### src/rtl/sram32_arb_if.sv
// Bundle of the fetch port, data port and sram32 strobe signals around sram32_arb.
// slave = arbiter side, master = requesters plus SRAM side.
interface sram32_arb_if #(
  parameter int ADDR_WIDTH = 11
);
  logic                  i_req;
  logic [ADDR_WIDTH-1:0] i_addr;
  logic                  i_ack;
  logic [31:0]           i_rdata;

  logic                  d_req;
  logic                  d_we;
  logic [3:0]            d_be;
  logic [ADDR_WIDTH-1:0] d_addr;
  logic [31:0]           d_wdata;
  logic                  d_ack;
  logic [31:0]           d_rdata;

  logic                  busy;

  logic                  sram_rd;
  logic                  sram_we;
  logic [3:0]            sram_byte_en;
  logic [ADDR_WIDTH-1:0] sram_addr;
  logic [31:0]           sram_wdata;
  logic [31:0]           sram_rdata;

  modport slave (
    input  i_req, i_addr, d_req, d_we, d_be, d_addr, d_wdata, sram_rdata,
    output i_ack, i_rdata, d_ack, d_rdata, busy,
           sram_rd, sram_we, sram_byte_en, sram_addr, sram_wdata
  );

  modport master (
    output i_req, i_addr, d_req, d_we, d_be, d_addr, d_wdata, sram_rdata,
    input  i_ack, i_rdata, d_ack, d_rdata, busy,
           sram_rd, sram_we, sram_byte_en, sram_addr, sram_wdata
  );
endinterface

### src/rtl/sram32_arb.sv
// Round-robin arbiter sharing one sram32 between a read-only fetch port and a
// read/write data port; every output is driven straight from a flop.
module sram32_arb #(
  parameter int ADDR_WIDTH = 11
) (
  input  logic         clk,
  input  logic         rst_n,
  sram32_arb_if.slave  bus
);

  typedef enum logic [1:0] {ST_IDLE, ST_ACCESS, ST_WAIT, ST_RESP} state_e;

  state_e                state_q, state_d;
  logic                  last_d_q, last_d_d;   // 1 = data port won the last grant
  logic                  gnt_d_q, gnt_d_d;     // port owning the current transaction
  logic                  grant_i;
  logic                  i_ack_q, i_ack_d;
  logic                  d_ack_q, d_ack_d;
  logic                  busy_q, busy_d;
  logic                  sram_rd_q, sram_rd_d;
  logic                  sram_we_q, sram_we_d;
  logic [3:0]            sram_be_q, sram_be_d;
  logic [ADDR_WIDTH-1:0] sram_addr_q, sram_addr_d;
  logic [31:0]           sram_wdata_q, sram_wdata_d;
  logic [31:0]           i_rdata_q, i_rdata_d;
  logic [31:0]           d_rdata_q, d_rdata_d;

  always_comb begin
    // NOTE: every signal assigned here gets a default first so no path can infer a latch.
    state_d      = state_q;
    last_d_d     = last_d_q;
    gnt_d_d      = gnt_d_q;
    grant_i      = 1'b0;
    i_ack_d      = 1'b0;
    d_ack_d      = 1'b0;
    sram_rd_d    = sram_rd_q;
    sram_we_d    = sram_we_q;
    sram_be_d    = sram_be_q;
    sram_addr_d  = sram_addr_q;
    sram_wdata_d = sram_wdata_q;
    i_rdata_d    = i_rdata_q;
    d_rdata_d    = d_rdata_q;

    case (state_q)
      ST_IDLE: begin
        if (bus.i_req || bus.d_req) begin
          // On a tie the port that did not win last time goes first.
          grant_i  = bus.i_req && (!bus.d_req || last_d_q);
          state_d  = ST_ACCESS;
          gnt_d_d  = !grant_i;
          last_d_d = !grant_i;
          if (grant_i) begin
            sram_addr_d = bus.i_addr;
            sram_rd_d   = 1'b1;
            sram_we_d   = 1'b0;
            sram_be_d   = 4'h0;
          end else begin
            sram_addr_d  = bus.d_addr;
            sram_rd_d    = !bus.d_we;
            sram_we_d    = bus.d_we;
            sram_be_d    = bus.d_we ? bus.d_be : 4'h0;
            sram_wdata_d = bus.d_wdata;
          end
        end
      end
      ST_ACCESS: begin
        sram_rd_d = 1'b0;
        sram_we_d = 1'b0;
        sram_be_d = 4'h0;
        if (sram_we_q) begin
          state_d = ST_RESP;
          d_ack_d = 1'b1;
        end else begin
          state_d = ST_WAIT;
        end
      end
      ST_WAIT: begin
        state_d = ST_RESP;
        if (gnt_d_q) begin
          d_rdata_d = bus.sram_rdata;
          d_ack_d   = 1'b1;
        end else begin
          i_rdata_d = bus.sram_rdata;
          i_ack_d   = 1'b1;
        end
      end
      ST_RESP: state_d = ST_IDLE;
      default: state_d = ST_IDLE;
    endcase

    busy_d = (state_d != ST_IDLE);
  end

  always_ff @(posedge clk) begin
    // NOTE: reset is synchronous and state updates use non-blocking assignments only.
    if (!rst_n) begin
      state_q      <= ST_IDLE;
      last_d_q     <= 1'b1;
      gnt_d_q      <= 1'b0;
      i_ack_q      <= 1'b0;
      d_ack_q      <= 1'b0;
      busy_q       <= 1'b0;
      sram_rd_q    <= 1'b0;
      sram_we_q    <= 1'b0;
      sram_be_q    <= 4'h0;
      sram_addr_q  <= '0;
      sram_wdata_q <= 32'h0;
      i_rdata_q    <= 32'h0;
      d_rdata_q    <= 32'h0;
    end else begin
      state_q      <= state_d;
      last_d_q     <= last_d_d;
      gnt_d_q      <= gnt_d_d;
      i_ack_q      <= i_ack_d;
      d_ack_q      <= d_ack_d;
      busy_q       <= busy_d;
      sram_rd_q    <= sram_rd_d;
      sram_we_q    <= sram_we_d;
      sram_be_q    <= sram_be_d;
      sram_addr_q  <= sram_addr_d;
      sram_wdata_q <= sram_wdata_d;
      i_rdata_q    <= i_rdata_d;
      d_rdata_q    <= d_rdata_d;
    end
  end

  assign bus.i_ack        = i_ack_q;
  assign bus.i_rdata      = i_rdata_q;
  assign bus.d_ack        = d_ack_q;
  assign bus.d_rdata      = d_rdata_q;
  assign bus.busy         = busy_q;
  assign bus.sram_rd      = sram_rd_q;
  assign bus.sram_we      = sram_we_q;
  assign bus.sram_byte_en = sram_be_q;
  assign bus.sram_addr    = sram_addr_q;
  assign bus.sram_wdata   = sram_wdata_q;

endmodule

### src/flat_wrapper.sv
// flat-port wrapper written by rule: the top's interface ports become plain ports
module sram32_arb_flat 
#(
  parameter int ADDR_WIDTH = 11
)
  (clk, rst_n, bus_i_req, bus_i_addr, bus_d_req, bus_d_we, bus_d_be, bus_d_addr, bus_d_wdata, bus_sram_rdata, bus_i_ack, bus_i_rdata, bus_d_ack, bus_d_rdata, bus_busy, bus_sram_rd, bus_sram_we, bus_sram_byte_en, bus_sram_addr, bus_sram_wdata);
  sram32_arb_if #(.ADDR_WIDTH(ADDR_WIDTH)) bus_i ();
  input  logic clk;
  input  logic rst_n;
  input wire logic [$bits(bus_i.i_req)-1:0] bus_i_req;
  input wire logic [$bits(bus_i.i_addr)-1:0] bus_i_addr;
  input wire logic [$bits(bus_i.d_req)-1:0] bus_d_req;
  input wire logic [$bits(bus_i.d_we)-1:0] bus_d_we;
  input wire logic [$bits(bus_i.d_be)-1:0] bus_d_be;
  input wire logic [$bits(bus_i.d_addr)-1:0] bus_d_addr;
  input wire logic [$bits(bus_i.d_wdata)-1:0] bus_d_wdata;
  input wire logic [$bits(bus_i.sram_rdata)-1:0] bus_sram_rdata;
  output wire logic [$bits(bus_i.i_ack)-1:0] bus_i_ack;
  output wire logic [$bits(bus_i.i_rdata)-1:0] bus_i_rdata;
  output wire logic [$bits(bus_i.d_ack)-1:0] bus_d_ack;
  output wire logic [$bits(bus_i.d_rdata)-1:0] bus_d_rdata;
  output wire logic [$bits(bus_i.busy)-1:0] bus_busy;
  output wire logic [$bits(bus_i.sram_rd)-1:0] bus_sram_rd;
  output wire logic [$bits(bus_i.sram_we)-1:0] bus_sram_we;
  output wire logic [$bits(bus_i.sram_byte_en)-1:0] bus_sram_byte_en;
  output wire logic [$bits(bus_i.sram_addr)-1:0] bus_sram_addr;
  output wire logic [$bits(bus_i.sram_wdata)-1:0] bus_sram_wdata;
  assign bus_i.i_req = bus_i_req;
  assign bus_i.i_addr = bus_i_addr;
  assign bus_i.d_req = bus_d_req;
  assign bus_i.d_we = bus_d_we;
  assign bus_i.d_be = bus_d_be;
  assign bus_i.d_addr = bus_d_addr;
  assign bus_i.d_wdata = bus_d_wdata;
  assign bus_i.sram_rdata = bus_sram_rdata;
  assign bus_i_ack = bus_i.i_ack;
  assign bus_i_rdata = bus_i.i_rdata;
  assign bus_d_ack = bus_i.d_ack;
  assign bus_d_rdata = bus_i.d_rdata;
  assign bus_busy = bus_i.busy;
  assign bus_sram_rd = bus_i.sram_rd;
  assign bus_sram_we = bus_i.sram_we;
  assign bus_sram_byte_en = bus_i.sram_byte_en;
  assign bus_sram_addr = bus_i.sram_addr;
  assign bus_sram_wdata = bus_i.sram_wdata;
  sram32_arb #(.ADDR_WIDTH(ADDR_WIDTH)) u_core (.clk(clk), .rst_n(rst_n), .bus(bus_i));
endmodule
### config.mk
export PLATFORM = sky130hd
export DESIGN_NAME = sram32_arb_flat
export DESIGN_NICKNAME = d
export VERILOG_FILES = /design/src/rtl/sram32_arb_if.sv /design/src/rtl/sram32_arb.sv /design/src/flat_wrapper.sv
export SDC_FILE = /design/constraint.sdc
export NUM_CORES = 1
export LEC_CHECK = 0
export BUFFER_PORTS_ARGS = -buffer_cell sky130_fd_sc_hd__clkbuf_2
export CORE_UTILIZATION = 35
export DETAILED_ROUTE_END_ITERATION = 10
export PLACE_DENSITY = 0.62
export SETUP_SLACK_MARGIN = 0.15
export SLEW_MARGIN = 10
export SYNTH_ARGS = -nofsm -noshare
export SYNTH_HDL_FRONTEND = slang
export SYNTH_SLANG_ARGS = --single-unit
export TNS_END_PERCENT = 20
### constraint.sdc
create_clock -name clk -period 2 [get_ports clk]
set_input_delay 0.3 -clock clk [delete_from_list [all_inputs] [get_ports clk]]
set_output_delay 0.3 -clock clk [all_outputs]
set_load 0.005 [all_outputs]
==> results.md, run 1 <==
- Final Cycle Share: 0.830
- Critical path class: reg2reg
- Max IR drop VDD: 556 uV
- Hold crit path type: in2reg
- Port buffer count: 210
- Area post-placement: 5980 sq um
- Clk_lat worst skew: 0.41 ns
- R2r endpoint: u_core.bus.sram_wdata[29]
- P&R area growth vs syn: 35.5%
- CTS tree: done
- Synthesized area per cell: 8.79 sq um
- Initial Util: 0.361
- Remaining DRCs: 0
- Netlist cell types: 28
- Die height: 119 um
- GPL Wtd Cong: 0.775
- Maximum clock frequency: 602 MHz
- Total CTS buffers: 17
- Die Wd: 119 um
- Synth Register Bits: 120
- Crit path capture type: flip-flop
- Hold_sp: bus_d_addr[6]
- Post-synth top cells: nand2_1, dfxtp_1, a21boi_0
- Worst-margin pin slew: 0.718 ns
- Antenna violations before repair: 0
- Clock-pin slew on the worst setup and hold paths: 0.05 ns
- Share of synthesized registers carrying an async set or reset: 0
- Syn. warnings: 0
- First-pass GRT wire length: 20.8 mm
- Ys flop type: dfxtp_1
- Endpoints failing setup: 0
- Vias/cell: 4.93
- Startpoint types: flip-flop
- CTS Hold Buffers Added: 0
- Row count: 42
- Worst reg2reg path startpoint: u_core.state_q[0]
- Vias in the first global route: 4355
- Hold worst-path end: u_core.bus.sram_addr[6]
- Required time of the critical path: 2.30 ns
- Post-layout nets: 836
- Register area share after synthesis: 0.500
- Power Total: 7820 uW
- Largest net degree at the start of global routing: 66
- DR WL/cell: 14.2 um
- Via Count: 4551
- DR pass1 iterations: 4
- CTS root buf: clkbuf_16
- PwrDens: 1200 nW/um^2
- Layout cells sized above 1: 0.332
- Slew headroom: 0.520
- # IOs: 211
- Status: finished clean
- Worst reg2reg setup slack: 0.34 ns
- Post-synth EDFFs: 0
- Cell taking the most area after synthesis: dfxtp_1
- H-tree levels: 4
- Longest Clk Path Bufs: 2
- HPWL reported at the end of detailed placement: 8.96 mm
- Post-Syn Instances: 546
- Hold path depth: 3
- Fin. Hold Viols: 0
- WP data arrival: 1.96 ns
- Reg2Reg Depth: 5
- Crit path max fanout: 64
- Core Area: 13300 sq um
- Total grt overflow: 0
- Tot GR Track Use: 0.185
- Antenna viol nets, final: 0
- Area share of the largest cell type after synthesis: 0.500
- Mapped Nets: 645
- Initial drt markers: 250
- Final setup skew: 0.00550 ns
- Final WL: 13.1 mm
- Cell area after layout: 6500 sq um
- Fin. max-slew vios: 0
- Total die area: 14200 sq um
- Count leader, synth: nand2_1
- CTS Sinks: 120
- Mapped Area: 4800 sq um
- Leak: 0.00293 uW
- Max Cap Viol: 0
- Antenna cells: 0
- Synth top area cells: dfxtp_1, a21boi_0, nand2_1
- Final TNS setup: 0 ns
- Unrepaired setup endpoints after global routing: false
- Shortest period the worst path allows: 1.66 ns
-- state kept, by name, indices dropped and copies added, names as in the netlist, 2 cells and up --
name                     count
u_core.state_q               2
u_core.bus.i_rdata          32
u_core.bus.sram_wdata       32
u_core.bus.sram_byte_en      4
u_core.bus.sram_addr        11
u_core.bus.d_rdata          32
-- placed cells by master, fill, tap and decap left out, drive strengths merged, types with 2 or more instances in the layout --
cell	instances
a21boi	98
a21oi	12
a31oi	11
a32o	3
and2	4
and3	35
buf	11
clkbuf	235
clkinv	2
dfxtp	120
ha	4
inv	3
nand2	131
nand2b	3
nor2	3
nor2b	3
nor3	2
o21a	36
o21ai	24
-- per-layer routing --
| metal | vias up | track usage | wire [um] |
|---|---|---|---|
| met5 | - | 0 | 0 |
| met4 | 0 | 0.0870 | 246 |
| met3 | 16 | 0.0742 | 1130 |
| met2 | 175 | 0.293 | 5940 |
| met1 | 2108 | 0.218 | 5780 |
| li1 | 2252 | - | - |
-- layout make-up --
type                    instances  area, sq um
flip-flops and latches        120         2400
well taps                     176          220
inverters                       3         11.3
clock buffers                  26          499
multi-input cells             375         2200
repair buffers                220         1150
clock inverters                 3         17.5
fillers                      1318         6790
-- where the power goes --
part	switching (uW)	internal, uW
clock network	995	1690
logic	1250	850
registers	221	2820
total	2470	5360
-- repair_timing --
item / in CTS / in global routing
setup buffers: 0 / 0
resized for setup: 0 / 1
setup endpoints to repair: 0 / 6
-- worst max-delay path, cell delays in order, from the launching register on --
cell and delay, ns:
dfxtp_1 0.32, inv_1 0.11, ha_2 0.25, buf_4 0.44
a21boi_0 0.19, o21a_1 0.20
-- stage by stage --
stage	hold WS, ns	util	setup WS, ns	cells
2_1_floorplan	0.445	-	0.560	546
3_3_place_gp	0.448	0.450	0.209	894
3_5_place_dp	0.458	0.450	0.156	894
4_1_cts	0.116	0.489	0.202	923
5_1_grt	0.130	0.489	0.204	923
6_report	0.132	0.489	0.339	923
-- cell families (layout without fill, tap and decap cells) --
kind of cell	Yosys count	count (layout)	share of synthesized area
buffers and inverters	51	252	0.0448
flip-flops	120	120	0.500
adder cells (fa/ha/maj)	4	4	0.0104
AO/OA/AOI/OAI	187	187	0.274
AND/OR/NAND/NOR	184	184	0.171
-- worst max-delay path by stage --
stage,from,end,slack [ns],cells after the start
detailed placement,bus_d_req,u_core.bus.sram_byte_en[1],0.16,4
global placement,bus_d_req,u_core.bus.sram_byte_en[0],0.21,4
floorplan,u_core.state_q[0],u_core.bus.sram_wdata[0],0.56,6
global route,u_core.state_q[0],u_core.bus.sram_wdata[29],0.20,5
CTS,u_core.state_q[0],u_core.bus.sram_byte_en[1],0.20,5
finish,u_core.state_q[0],u_core.bus.sram_wdata[29],0.34,5
(Power assumes the default switching activity.)
==> inputs of run 2 (changes only) <==
--- a/config.mk
+++ b/config.mk
@@ -5,10 +5,11 @@
 export SDC_FILE = /design/constraint.sdc
 export NUM_CORES = 1
 export LEC_CHECK = 0
+export ABC_AREA = 1
 export BUFFER_PORTS_ARGS = -buffer_cell sky130_fd_sc_hd__clkbuf_2
 export CORE_UTILIZATION = 35
 export DETAILED_ROUTE_END_ITERATION = 10
-export PLACE_DENSITY = 0.62
+export PLACE_DENSITY = 0.65
 export SETUP_SLACK_MARGIN = 0.15
 export SLEW_MARGIN = 10
 export SYNTH_ARGS = -nofsm -noshare
==> constraint.sdc (replaced) <==
create_clock -name clk -period 1.5 [get_ports clk]
set_input_delay 0.225 -clock clk [delete_from_list [all_inputs] [get_ports clk]]
set_output_delay 0.225 -clock clk [all_outputs]
set_load 0.005 [all_outputs]
==> results.md, run 2 <==
- Antenna cells: 0
- Maximum clock frequency: 762 MHz
- Final TNS setup: 0 ns
- Mapped Area: 4470 sq um
- Total CTS buffers: 17
- Pre-CTS setup slack: 0.0669 ns
- Die Wd: 115 um
- Slew headroom: 0.756
- Fin. Hold Viols: 0
- Final WL: 12.3 mm
- Leak: 0.00325 uW
- Area share of the largest cell type after synthesis: 0.537
- Layout cells sized above 1: 0.373
- Total grt overflow: 0
- Synth top area cells: dfxtp_1, nor2_1, o21ai_0
- CTS Sinks: 120
- DR pass1 iterations: 4
- Syn. warnings: 0
- Count leader, synth: nor2_1
- Status: finished clean
- Row count: 40
- Tot GR Track Use: 0.184
- Finished Layout Cells: 993
- CP Cell Sequence: inv_4, ha_4, inv_2, nor2_4, nand2_4, buf_8, o21ai_1, nor2_1
- Ys flop type: dfxtp_1
- Core Area: 12200 sq um
- Largest net degree at the start of global routing: 67
- Shortest period the worst path allows: 1.31 ns
- Util after Layout: 0.538
- Critical path class: reg2reg
- PwrDens: 1620 nW/um^2
- CTS tree: done
- Startpoint types: flip-flop
- Required time of the critical path: 1.80 ns
- Flop pwr share: 0.382
- Initial drt markers: 248
- DR WL/cell: 12.4 um
- Post-Syn Instances: 593
- Die height: 115 um
- Clock-pin slew on the worst setup and hold paths: 0.05 ns
- Most frequent cells in the layout: clkbuf_2, nor2_1, dfxtp_1
- # IOs: 211
- HPWL reported at the end of detailed placement: 8.35 mm
- Via Count: 4471
- Share of synthesized registers carrying an async set or reset: 0
- P&R area growth vs syn: 46.8%
- Netlist cell types: 20
- Clk_lat worst skew: 0.41 ns
- Fin. max-slew vios: 0
- Register area share after synthesis: 0.537
- Synth Register Bits: 120
- Unrepaired setup endpoints after global routing: true
- Total die area: 13200 sq um
- Synthesized area per cell: 7.55 sq um
- Longest Clk Path Bufs: 2
- Remaining DRCs: 0
- Hold crit path type: in2reg
- WP data arrival: 1.61 ns
- Mapped Nets: 692
- GPL Wtd Cong: 0.773
- Port buffer count: 210
- Power Total: 10600 uW
- Clock power frac: 0.355
- Endpoints failing setup: 0
- Worst path max stage delay: 0.33 ns
- Commonest non-fill, non-tap cell in the layout: clkbuf_2
- Cell-internal power: 7470 uW
- Vias/cell: 4.50
- Post-layout nets: 911
- Cell taking the most area after synthesis: dfxtp_1
- Crit path capture type: flip-flop
- Max Cap Viol: 0
- WP buf/inv: 3
- First-pass GRT wire length: 19.0 mm
- Max IR drop VDD: 610 uV
- Antenna viol nets, final: 0
- Crit path max fanout: 21
- Antenna violations before repair: 0
- CTS Hold Buffers Added: 0
- Initial Util: 0.366
- Worst-margin pin slew: 0.366 ns
- Post-synth EDFFs: 0
- Post-synth top cells: nor2_1, dfxtp_1, o21ai_0
- CP max stage cell: dfxtp_2
- Final Cycle Share: 0.874
- Sw frac: 0.298
- Vias in the first global route: 3968
- Switching power of the nets: 3180 uW
- CP delay by family, top: flip-flops
- Gate power share: 0.263
- CTS root buf: clkbuf_16
- H-tree levels: 4
- # placed instances: 957
- PnR worst setup slack: 0.188 ns
- Final setup skew: 0.00444 ns
[run 2: cell types whose count changed after synthesis, moves of 29 or more]
cell	before	now
nand2_1	131	42
a21boi_0	91	0
nor2_1	3	217
nand3_1	0	29
and3_1	35	0
o21a_1	36	0
o21ai_0	22	69
[run 2: layout make-up]
type                            instances  area [sq um]
Tap cell                              168           210
Fill cell                            1227          5650
Clock buffer                           23           488
Sequential cell                       120          2410
Timing Repair Buffer                  237          1380
Clock inverter                          9          72.6
Inverter                               26           108
Multi-Input combinational cell        410          1900
[run 2: logic make-up after synthesis]
kind of cell    Yosys count  share of synthesized area
buf+inv                  63                     0.0635
fa+ha+maj                 4                     0.0112
simple gates            294                      0.262
flops                   120                      0.537
compound gates          112                      0.126
[run 2: power groups by stage]
stage                     combinational, uW  sequential (uW)  clock, uW
after global placement                 2500             4100          0
after global routing                   3170             4140       4030
final                                  2800             4070       3780
after detailed placement               2500             4110          0
after floorplan                        1330             4150          0
after CTS                              2540             4050       3880
[run 2: worst reg2reg max path, delay by kind of cell, from the launching register on]
kind	cells	cell delay (ns)
flip-flops	1	0.33
buffers and inverters	3	0.31
AND/OR/NAND/NOR	3	0.27
adder cells (fa/ha/maj)	1	0.15
AO/OA/AOI/OAI	1	0.15
[run 2: routing by layer]
layer	GRT usage	up-vias	part of all wire
li1	-	2328	-
met1	0.227	1988	0.45
met2	0.294	133	0.47
met3	0.0575	22	0.059
met4	0.0848	0	0.023
met5	0	-	0
[run 2: timing repair]
item,in CTS,in global routing
resized for setup,8,53
endpoints found under the setup margin,49,110
cloned,0,3
buffers inserted,0,1
hold endpoints to repair,0,0
pin swaps,1,2
[run 2: path summary, 6_finish.rpt]
kind	cells past startpoint	slack, ns	from	end
min	3	0.05	bus_d_wdata[10]	u_core.bus.sram_wdata[10]
max reg2reg	8	0.19	u_core.state_q[0]	u_core.bus.sram_wdata[27]
min reg2reg	2	0.48	u_core.bus.d_rdata[4]	u_core.bus.d_rdata[4]
max	8	0.19	u_core.state_q[0]	u_core.bus.sram_wdata[27]
[run 2: through the flow]
stage	cell area, sq um	hold slack, ns
global route	6570	0.0456
CTS	6340	0.0381
floorplan	4470	0.360
detailed placement	5760	0.468
finish	6570	0.0536
global placement	5760	0.461
==> inputs of run 3 (changes only) <==
--- a/config.mk
+++ b/config.mk
@@ -7,9 +7,11 @@
 export LEC_CHECK = 0
 export ABC_AREA = 1
 export BUFFER_PORTS_ARGS = -buffer_cell sky130_fd_sc_hd__clkbuf_2
-export CORE_UTILIZATION = 35
+export CELL_PAD_IN_SITES_DETAIL_PLACEMENT = 1
+export CELL_PAD_IN_SITES_GLOBAL_PLACEMENT = 1
+export CORE_UTILIZATION = 29
 export DETAILED_ROUTE_END_ITERATION = 10
-export PLACE_DENSITY = 0.65
+export PLACE_DENSITY = 0.76
 export SETUP_SLACK_MARGIN = 0.15
 export SLEW_MARGIN = 10
 export SYNTH_ARGS = -nofsm -noshare
==> results.md, run 3 (same netlist as run 2, synthesis figures left out) <==
- Initial drt markers: 181
- Cell-internal power: 8200 uW
- Total grt overflow: 0
- Clk_lat worst skew: 0.41 ns
- Maximum clock frequency: 693 MHz
- WP buf/inv: 3
- Antenna viol nets, final: 0
- Worst path max stage delay: 0.32 ns
- Total CTS buffers: 17
- CP max stage cell: dfxtp_2
- Via Count: 4685
- Fin. max-slew vios: 0
- GPL Wtd Cong: 0.733
- Core Area: 15100 sq um
- Status: finished clean
- Required time of the critical path: 1.80 ns
- Endpoints failing setup: 0
- Startpoint types: flip-flop
- Final TNS setup: 0 ns
- Util after Layout: 0.446
- First-pass GRT wire length: 22.8 mm
- Layout cells sized above 1: 0.362
- Post-layout nets: 914
- Antenna violations before repair: 0
- Final setup skew: 0.00575 ns
- Sw frac: 0.296
- Switching power of the nets: 3450 uW
- Flop pwr share: 0.349
- Gate power share: 0.264
- Tot GR Track Use: 0.182
- Commonest non-fill, non-tap cell in the layout: nor2_1
- # IOs: 211
- Die Wd: 126 um
- Longest Clk Path Bufs: 2
- Clock-pin slew on the worst setup and hold paths: 0.06 ns
- Fin. Hold Viols: 0
- Port buffer count: 210
- Largest net degree at the start of global routing: 52
- P&R area growth vs syn: 51.0%
- WP data arrival: 1.75 ns
- Critical path class: reg2reg
- Shortest period the worst path allows: 1.44 ns
- CTS root buf: clkbuf_16
- Row count: 45
- Cell area after layout: 6760 sq um
- Register area: 2400 sq um
- CTS Sinks: 120
- Remaining DRCs: 0
- CP Cell Sequence: inv_2, ha_4, inv_4, nor2_4, nand2_8, clkbuf_16, o21ai_1, nor2_1
- Die height: 126 um
- Max IR drop VDD: 786 uV
- H-tree levels: 4
- Worst-margin pin slew: 0.615 ns
- Leak: 0.00333 uW
- Vias/cell: 4.61
- CTS tree: done
- Max Cap Viol: 0
- Antenna cells: 0
- Clock power frac: 0.387
- Initial Util: 0.295
- Area post-placement: 5810 sq um
- Power Total: 11600 uW
- Final Cycle Share: 0.963
- Final WL: 14.9 mm
- Most frequent cells in the layout: nor2_1, clkbuf_2, dfxtp_1
- DR WL/cell: 14.7 um
- Vias in the first global route: 4619
- Multi-input logic area: 1880 sq um
- Slew headroom: 0.587
- Hold crit path type: in2reg
- Total die area: 15900 sq um
- Crit path max fanout: 11
- HPWL reported at the end of detailed placement: 9.79 mm
- CP delay by family, top: simple AND/OR/NAND/NOR gates
- Crit path capture type: flip-flop
- DR pass1 iterations: 6
- Fillers: 1883
- PwrDens: 1720 nW/um^2
- Unrepaired setup endpoints after global routing: true
[run 3: layout make-up]
type	count	area share
Tap cell	188	0.0348
Timing Repair Buffer	240	0.218
Inverter	26	0.0170
Multi-Input combinational cell	410	0.278
Clock inverter	12	0.0293
Sequential cell	120	0.356
Clock buffer	20	0.0676
[run 3: through the flow]
step / worst slack (ns) / hold slack (ns) / cells
floorplan: 0.158 / 0.360 / 593
global placement: 0.109 / 0.460 / 973
detailed placement: 0.0584 / 0.469 / 973
CTS: 0.128 / 0.0321 / 1009
global route: -0.00541 / 0.0508 / 1016
finish: 0.0562 / 0.0505 / 1016
[run 3: path summary, 6_finish.rpt]
path                           from                        end  slack [ns]  cells past startpoint
max               u_core.state_q[0]  u_core.bus.sram_wdata[15]        0.06                      8
min                 bus_d_wdata[28]  u_core.bus.sram_wdata[28]        0.05                      3
max reg2reg       u_core.state_q[0]  u_core.bus.sram_wdata[15]        0.06                      8
min reg2reg  u_core.bus.d_rdata[10]     u_core.bus.d_rdata[10]        0.48                      2
[run 3: layer usage]
metal,vias to the layer above,GRT usage,part of all wire
met2,130,0.320,0.51
met5,-,0,0
met4,0,0.0886,0.023
li1,2342,-,-
met3,25,0.0416,0.043
met1,2188,0.208,0.42
[run 3: power by group through the flow]
stage	registers (uW)	logic (uW)	clock network (uW)
2_1_floorplan	4150	1330	0
3_3_place_gp	4090	2550	0
3_5_place_dp	4120	2600	0
4_1_cts	4060	2750	4610
5_1_grt	4140	3410	4720
6_report	4070	3070	4510
[run 3: timing repair]
item,CTS,global route
hold buffers,0,0
resized for setup,13,28
hold endpoints to repair,0,0
pin swaps,2,5
setup endpoints to repair,86,95
cloned,1,4
buffers inserted,3,3
[run 3: worst min-delay path: stages]
cell and delay (ns):
clkbuf_2 0.07, o21ai_1 0.06, nor2_1 0.07
